===== src/rtl/dma_axi_write_engine_if.sv =====
// AXI4 write-channel bundle (AW, W, B) between the DMA write engine and the destination.
interface dma_axi_write_engine_if #(
  parameter int DATA_W    = 512,
  parameter int ADDR_W    = 64,
  parameter int AXI_LEN_W = 8
);
  logic                   awvalid;
  logic                   awready;
  logic [ADDR_W-1:0]      awaddr;
  logic [AXI_LEN_W-1:0]   awlen;
  logic [2:0]             awsize;
  logic [1:0]             awburst;
  logic                   wvalid;
  logic                   wready;
  logic [DATA_W-1:0]      wdata;
  logic [DATA_W/8-1:0]    wstrb;
  logic                   wlast;
  logic                   bvalid;
  logic                   bready;
  logic [1:0]             bresp;

  modport master (
    output awvalid, awaddr, awlen, awsize, awburst,
    output wvalid, wdata, wstrb, wlast, bready,
    input  awready, wready, bvalid, bresp
  );

  modport slave (
    input  awvalid, awaddr, awlen, awsize, awburst,
    input  wvalid, wdata, wstrb, wlast, bready,
    output awready, wready, bvalid, bresp
  );
endinterface


===== src/rtl/dma_axi_write_engine.sv =====
// Drains the read-data FIFO into AXI4 INCR write bursts for one descriptor and
// pulses wr_fsm_done once every beat is written and every B response is back.
module dma_axi_write_engine #(
  parameter int DATA_W    = 512,
  parameter int ADDR_W    = 64,
  parameter int AXI_LEN_W = 8,
  parameter int LENGTH_W  = 32,
  parameter int MAX_PEND  = 2
) (
  input  logic                  clk,
  input  logic                  reset,
  input  logic                  desc_valid,
  input  logic [ADDR_W-1:0]     desc_dst_addr,
  input  logic [LENGTH_W-1:0]   desc_length,
  output logic                  wr_fsm_done,
  input  logic                  fifo_empty,
  input  logic [DATA_W+1:0]     fifo_rd_data,
  output logic                  fifo_rd_en,
  dma_axi_write_engine_if.master axi,
  output logic                  busy,
  output logic                  wr_rsp_err,
  output logic                  seq_err
);

  typedef enum logic [2:0] {IDLE, ADDR_SETUP, SEND_AW, SEND_DATA, WAIT_BRESP, DONE} state_t;

  localparam logic [ADDR_W-1:0]   BURST_BYTES = ADDR_W'(DATA_W / 8) << AXI_LEN_W;
  localparam logic [LENGTH_W-1:0] PEND_LIM    = LENGTH_W'(MAX_PEND);
  localparam logic [LENGTH_W-1:0] ONE         = LENGTH_W'(1);

  state_t                 state, state_nxt;
  logic [ADDR_W-1:0]      addr;
  logic [LENGTH_W-1:0]    length, nb, aw_cnt, b_cnt, beats;
  logic [LENGTH_W-1:0]    len_m1, b_cnt_nxt;
  logic [AXI_LEN_W-1:0]   beat, blen, awlen_cur;
  logic                   awvalid, wvalid, wlast;
  logic                   aw_fire, w_fire, b_fire;
  logic                   unused_fifo_last;

  assign len_m1    = length - ONE;
  assign b_fire    = axi.bvalid && (state != IDLE);
  assign b_cnt_nxt = b_cnt + LENGTH_W'(b_fire);
  // Only the final burst is short; a remainder of zero means a full final burst.
  assign awlen_cur = (aw_cnt == nb - ONE) ? len_m1[AXI_LEN_W-1:0] : '1;
  assign wlast     = (beat == blen);
  assign aw_fire   = awvalid && axi.awready;
  assign w_fire    = wvalid && axi.wready;

  always_comb begin
    state_nxt = state;
    awvalid   = 1'b0;
    wvalid    = 1'b0;
    case (state)
      IDLE:       if (desc_valid) state_nxt = ADDR_SETUP;
      ADDR_SETUP: if ((aw_cnt - b_cnt_nxt) < PEND_LIM) state_nxt = SEND_AW;
      SEND_AW: begin
        awvalid = 1'b1;
        if (axi.awready) state_nxt = SEND_DATA;
      end
      SEND_DATA: begin
        wvalid = !fifo_empty;
        if (wvalid && axi.wready && wlast)
          state_nxt = (aw_cnt < nb) ? ADDR_SETUP : WAIT_BRESP;
      end
      WAIT_BRESP: if (b_cnt_nxt == nb) state_nxt = DONE;
      DONE:       state_nxt = IDLE;
      default:    state_nxt = IDLE;
    endcase
  end

  always_ff @(posedge clk) begin
    if (reset) begin
      state      <= IDLE;
      addr       <= '0;
      length     <= '0;
      nb         <= '0;
      aw_cnt     <= '0;
      b_cnt      <= '0;
      beats      <= '0;
      beat       <= '0;
      blen       <= '0;
      wr_rsp_err <= 1'b0;
      seq_err    <= 1'b0;
    end else begin
      state <= state_nxt;
      if (state == IDLE) begin
        if (desc_valid) begin
          addr       <= desc_dst_addr;
          length     <= desc_length;
          nb         <= ((desc_length - ONE) >> AXI_LEN_W) + ONE;
          aw_cnt     <= '0;
          b_cnt      <= '0;
          beats      <= '0;
          beat       <= '0;
          wr_rsp_err <= 1'b0;
          seq_err    <= 1'b0;
        end
      end else begin
        if (b_fire) begin
          b_cnt <= b_cnt_nxt;
          if (axi.bresp != 2'b00) wr_rsp_err <= 1'b1;
        end
        if (aw_fire) begin
          aw_cnt <= aw_cnt + ONE;
          addr   <= addr + BURST_BYTES;
          blen   <= awlen_cur;
        end
        if (w_fire) begin
          beat  <= wlast ? '0 : beat + AXI_LEN_W'(1);
          beats <= beats + ONE;
          // packet_complete must mark exactly the last beat of the descriptor
          if ((beats == len_m1) != fifo_rd_data[DATA_W+1]) seq_err <= 1'b1;
        end
      end
    end
  end

  assign unused_fifo_last = fifo_rd_data[DATA_W];

  assign axi.awvalid  = awvalid;
  assign axi.awaddr   = addr;
  assign axi.awlen    = awlen_cur;
  assign axi.awsize   = 3'($clog2(DATA_W / 8));
  assign axi.awburst  = 2'b01;
  assign axi.wvalid   = wvalid;
  assign axi.wdata    = fifo_rd_data[DATA_W-1:0];
  assign axi.wstrb    = '1;
  assign axi.wlast    = (state == SEND_DATA) && wlast;
  assign axi.bready   = 1'b1;
  assign fifo_rd_en   = w_fire;
  assign wr_fsm_done  = (state == DONE);
  assign busy         = (state != IDLE);

endmodule


===== src/flat_wrapper.sv =====
// flat-port wrapper written by rule: the top's interface ports become plain ports
module dma_axi_write_engine_flat 
#(
  parameter int DATA_W    = 512,
  parameter int ADDR_W    = 64,
  parameter int AXI_LEN_W = 8,
  parameter int LENGTH_W  = 32,
  parameter int MAX_PEND  = 2
)
  (clk, reset, desc_valid, desc_dst_addr, desc_length, wr_fsm_done, fifo_empty, fifo_rd_data, fifo_rd_en, busy, wr_rsp_err, seq_err, axi_awvalid, axi_awaddr, axi_awlen, axi_awsize, axi_awburst, axi_wvalid, axi_wdata, axi_wstrb, axi_wlast, axi_bready, axi_awready, axi_wready, axi_bvalid, axi_bresp);
  dma_axi_write_engine_if #(.DATA_W(DATA_W), .ADDR_W(ADDR_W), .AXI_LEN_W(AXI_LEN_W)) axi_i ();
  input  logic clk;
  input  logic reset;
  input  logic desc_valid;
  input  logic [ADDR_W-1:0] desc_dst_addr;
  input  logic [LENGTH_W-1:0] desc_length;
  output logic wr_fsm_done;
  input  logic fifo_empty;
  input  logic [DATA_W+1:0] fifo_rd_data;
  output logic fifo_rd_en;
  output logic busy;
  output logic wr_rsp_err;
  output logic seq_err;
  output wire logic [$bits(axi_i.awvalid)-1:0] axi_awvalid;
  output wire logic [$bits(axi_i.awaddr)-1:0] axi_awaddr;
  output wire logic [$bits(axi_i.awlen)-1:0] axi_awlen;
  output wire logic [$bits(axi_i.awsize)-1:0] axi_awsize;
  output wire logic [$bits(axi_i.awburst)-1:0] axi_awburst;
  output wire logic [$bits(axi_i.wvalid)-1:0] axi_wvalid;
  output wire logic [$bits(axi_i.wdata)-1:0] axi_wdata;
  output wire logic [$bits(axi_i.wstrb)-1:0] axi_wstrb;
  output wire logic [$bits(axi_i.wlast)-1:0] axi_wlast;
  output wire logic [$bits(axi_i.bready)-1:0] axi_bready;
  input wire logic [$bits(axi_i.awready)-1:0] axi_awready;
  input wire logic [$bits(axi_i.wready)-1:0] axi_wready;
  input wire logic [$bits(axi_i.bvalid)-1:0] axi_bvalid;
  input wire logic [$bits(axi_i.bresp)-1:0] axi_bresp;
  assign axi_awvalid = axi_i.awvalid;
  assign axi_awaddr = axi_i.awaddr;
  assign axi_awlen = axi_i.awlen;
  assign axi_awsize = axi_i.awsize;
  assign axi_awburst = axi_i.awburst;
  assign axi_wvalid = axi_i.wvalid;
  assign axi_wdata = axi_i.wdata;
  assign axi_wstrb = axi_i.wstrb;
  assign axi_wlast = axi_i.wlast;
  assign axi_bready = axi_i.bready;
  assign axi_i.awready = axi_awready;
  assign axi_i.wready = axi_wready;
  assign axi_i.bvalid = axi_bvalid;
  assign axi_i.bresp = axi_bresp;
  dma_axi_write_engine #(.DATA_W(DATA_W), .ADDR_W(ADDR_W), .AXI_LEN_W(AXI_LEN_W), .LENGTH_W(LENGTH_W), .MAX_PEND(MAX_PEND)) u_core (.clk(clk), .reset(reset), .desc_valid(desc_valid), .desc_dst_addr(desc_dst_addr), .desc_length(desc_length), .wr_fsm_done(wr_fsm_done), .fifo_empty(fifo_empty), .fifo_rd_data(fifo_rd_data), .fifo_rd_en(fifo_rd_en), .axi(axi_i), .busy(busy), .wr_rsp_err(wr_rsp_err), .seq_err(seq_err));
endmodule

===== config.mk =====
export PLATFORM = sky130hd
export DESIGN_NAME = dma_axi_write_engine_flat
export DESIGN_NICKNAME = d
export VERILOG_FILES = /design/src/rtl/dma_axi_write_engine_if.sv /design/src/rtl/dma_axi_write_engine.sv /design/src/flat_wrapper.sv
export SDC_FILE = /design/constraint.sdc
export NUM_CORES = 1
export LEC_CHECK = 0
export ABC_CLOCK_PERIOD_IN_PS = 14950
export BUFFER_PORTS_ARGS = -buffer_cell sky130_fd_sc_hd__buf_4
export CORE_AREA = 4 4 498 500
export CTS_CLUSTER_SIZE = 16
export DETAILED_ROUTE_END_ITERATION = 8
export DIE_AREA = 0 0 502 504
export SETUP_SLACK_MARGIN = 0.3
export SLEW_MARGIN = 20
export SYNTH_ARGS = -nofsm -noshare
export SYNTH_HDL_FRONTEND = slang
export SYNTH_SLANG_ARGS = --single-unit

===== constraint.sdc =====
create_clock -name clk -period 14.95 [get_ports clk]
set_input_delay 2.99 -clock clk [delete_from_list [all_inputs] [get_ports clk]]
set_output_delay 2.99 -clock clk [all_outputs]
set_load 0.005 [all_outputs]

==> impl_metrics.py <==
metrics = {
    "place": {
        "io_buffers": 185,
        "dp.cells": 5665,
        "gp_congestion": 0.9158,
        "dp_hpwl_um": 143200,
        "place_area_um2": 22280,
    },
    "global_routing": {
        "grt_usage": 0.1198,
        "grt_pass1_wl_um": 196100,
        "grt_max_degree": 85,
        "grt-ovfl-total": 0,
        "antenna_found_initial": 6,
        "grt_pass1_vias": 16760,
    },
    "synthesis": {
        "synth-edff-count": 0,
        "seq_area_frac_synth": 0.2230,
        "async_flop_share": 0,
        "netlist_instances": 2914,
        "synth_area_um2": 21360,
        "ys_warn_count": 0,
        "synth_ff_type": "dfxtp_1",
        "post-synth-top-area-cell": "dfxtp_1",
        "netlist_top_cells_count": "buf_4 (582), nand2_1 (300), nor2_1 (253), dfxtp_1 (238), a21oi_1 (199)",
        "synthTopCellsByArea": "dfxtp_1 (22%), buf_4 (20%), nand2_1 (5.3%), xnor2_1 (5.1%), a21oi_1 (4.7%)",
        "ys_ff_latch": 238,
        "yosysTopAreaCellShare": 0.2230,
        "avgSynthCellArea_um2": 7.331,
        "synth_cell_types": 82,
        "yosysMostFrequentCell": "buf_4",
    },
    "power": {
        "p_leak_nw": 7.696,
        "ir_drop_v": 0.00006911,
        "p_per_area_nw_per_um2": 83.97,
    },
    "critical_path": {
        "worstSetupPathType": "input port to flop",
        "required_ns": 15.46,
        "cp-start-kind": "input port",
        "cp_max_fo": 48,
        "rrSetupSlack_ns": 7.49,
        "endpoint_kind": "flop",
        "worstPathArrival_ns": 9.37,
    },
    "detailed_routing": {
        "avgViaCountPerCell": 3.260,
        "wl_met2_um": 63250,
        "met1_length_um": 32720,
        "route.detailed.wl_per_inst_um": 28.05,
        "dr.max_layer_used": "met5",
        "drt-initial-drc-count": 1682,
        "route.detailed.drc": 0,
        "wl_met3_um": 55870,
        "drt_pre_antenna_iters": 5,
        "vias": 18650,
        "wirelength_um": 160400,
        "antenna_left": 0,
    },
    "clocking": {
        "ctsResizeCount": 0,
        "cts_setup_buffers": 0,
        "clock-sinks": 238,
        "insertion_delay_ns": 0.64,
        "postCtsHoldBufs": 0,
        "cts_buffers": 28,
        "tritoncts": "yes",
        "clk_path_buf_depth": 3,
        "path_clk_slew_ns": 0.06,
        "cts_root_buffer": "clkbuf_16",
        "ctsHtreeMaxLevel": 1,
    },
    "floorplan": {
        "start_util": 0.08791,
        "io_pins": 1281,
        "rows": 181,
        "die_h_um": 504,
        "dieArea_um2": 253000,
        "design.core.area_um2": 243000,
        "die_w_um": 502,
    },
    "cells_and_area": {
        "seq_area_um2": 4765,
        "drive_gt1_frac": 0.1131,
        "final_util": 0.09555,
        "syn_to_final_growth_pct": 8.698,
        "final_nets": 3177,
        "n_fill_cell": 28370,
        "multiInputGateArea_um2": 11740,
        "instances_no_fill": 5720,
        "finish.instance_area_um2": 23220,
    },
    "sta": {
        "fin_tns_setup_ns": 0,
        "rsz0062_at_grt": "no",
        "hold_ws_ns": 0.4517,
        "finalCritPeriodShare": 0.5926,
        "drv_slew": 0,
        "setup_viol": 0,
        "tightest_slew_ns": 1.144,
        "worst_clock_skew_ns": 0.01872,
        "fmax_mhz": 112.9,
        "finalHoldViolations": 0,
        "fin_crit_ns": 8.859,
        "relSlewSlack": 0.2310,
    },
    "outcome": {
        "status": "complete, no violations",
    },
    "min_path": {
        "hp-class": "flop to flop",
    },
    "job": {
        "maxCapViolCount": 0,
    },
}
## worst paths after layout
path                               from                     to  cells after the start
hold reg to reg   u_core.axi.awaddr[11]  u_core.axi.awaddr[11]                      2
setup / recovery             axi_bvalid        u_core.state[0]                     20
hold / removal    u_core.axi.awaddr[11]  u_core.axi.awaddr[11]                      2
setup reg to reg        u_core.state[1]        u_core.state[0]                     21
## stage by stage
stage | worst slack [ns] | total power [W]
final | 6.091 | 0.001950
after global routing | 5.752 | 0.002049
after CTS | 6.253 | 0.001981
after detailed placement | 5.600 | 0.001240
after global placement | 5.646 | 0.001239
after floorplan | 7.473 | 0.001171
## worst max-delay path, cell delays in order
cell and delay (ns):
buf_4 0.14, nand2_1 0.06, buf_4 0.27, inv_1 0.53
ha_1 0.31, nand4_1 0.37, nor3_1 0.93, nand3_1 0.34
xnor2_1 0.26, ha_1 0.48, a211oi_1 0.15, o21ai_0 0.56
nor3_1 0.08, or4_1 0.59, nor3_1 0.20, nand4_1 0.11
nor4_1 0.26, and4_1 0.25, and4_1 0.35, o22ai_1 0.11
## kinds of logic (layout without fill, tap and decap cells)
family	Yosys count	in the layout	share of synthesized area
fa+ha+maj	65	65	0.03842
flops	238	238	0.2230
buf+inv	784	314	0.2404
simple gates	1012	1012	0.2286
compound gates	560	560	0.1610
xor+xnor	232	232	0.09770
mux	21	21	0.01043
other cells	2	76	0.0003516
## registers in the layout, summed over array words and instances, names as in the netlist
name,cells
u_core.wr_rsp_err,1
u_core.axi.awaddr,64
u_core.seq_err,1
u_core.blen,8
u_core.aw_cnt,32
u_core.b_cnt,32
u_core.beat,8
u_core.beats,32
u_core.nb,25
u_core.length,32
u_core.state,3
## power by group
group | internal (W) | switching [W]
Sequential | 0.000665 | 0.0000439
Combinational | 0.000199 | 0.000319
Clock | 0.000393 | 0.000330
Total | 0.00126 | 0.000693
## metal layers
layer,vias up,track usage
met5,-,0.01447
met4,10,0.05246
met3,299,0.1906
met2,1376,0.1685
met1,8355,0.07147
li1,8608,-
## placed cells by master, fill, tap and decap left out, types with 21 or more instances in the layout
cell       instances
a211oi_1          49
a21oi_1          199
a31oi_1           27
and2_1            21
and3_1            44
buf_4            203
clkbuf_16         28
conb_1            70
dfxtp_1          238
ha_1              64
inv_1             58
nand2_1          299
nand3_1          100
nand4_1           59
nor2_1           252
nor3_1            70
nor4_1            34
o21ai_0          124
o22ai_1           22
or3_1             29
xnor2_1          125
xor2_1           103
## area by class of cell
class / instances / area share
diodes: 6 / 0.0006466
clock buffers: 36 / 0.03406
clock inverters: 13 / 0.005820
inverters: 61 / 0.009915
multi-input cells: 1960 / 0.5057
flip-flops and latches: 238 / 0.2052
well taps: 3202 / 0.1725
repair buffers: 204 / 0.06612
(Power assumes the default switching activity.)
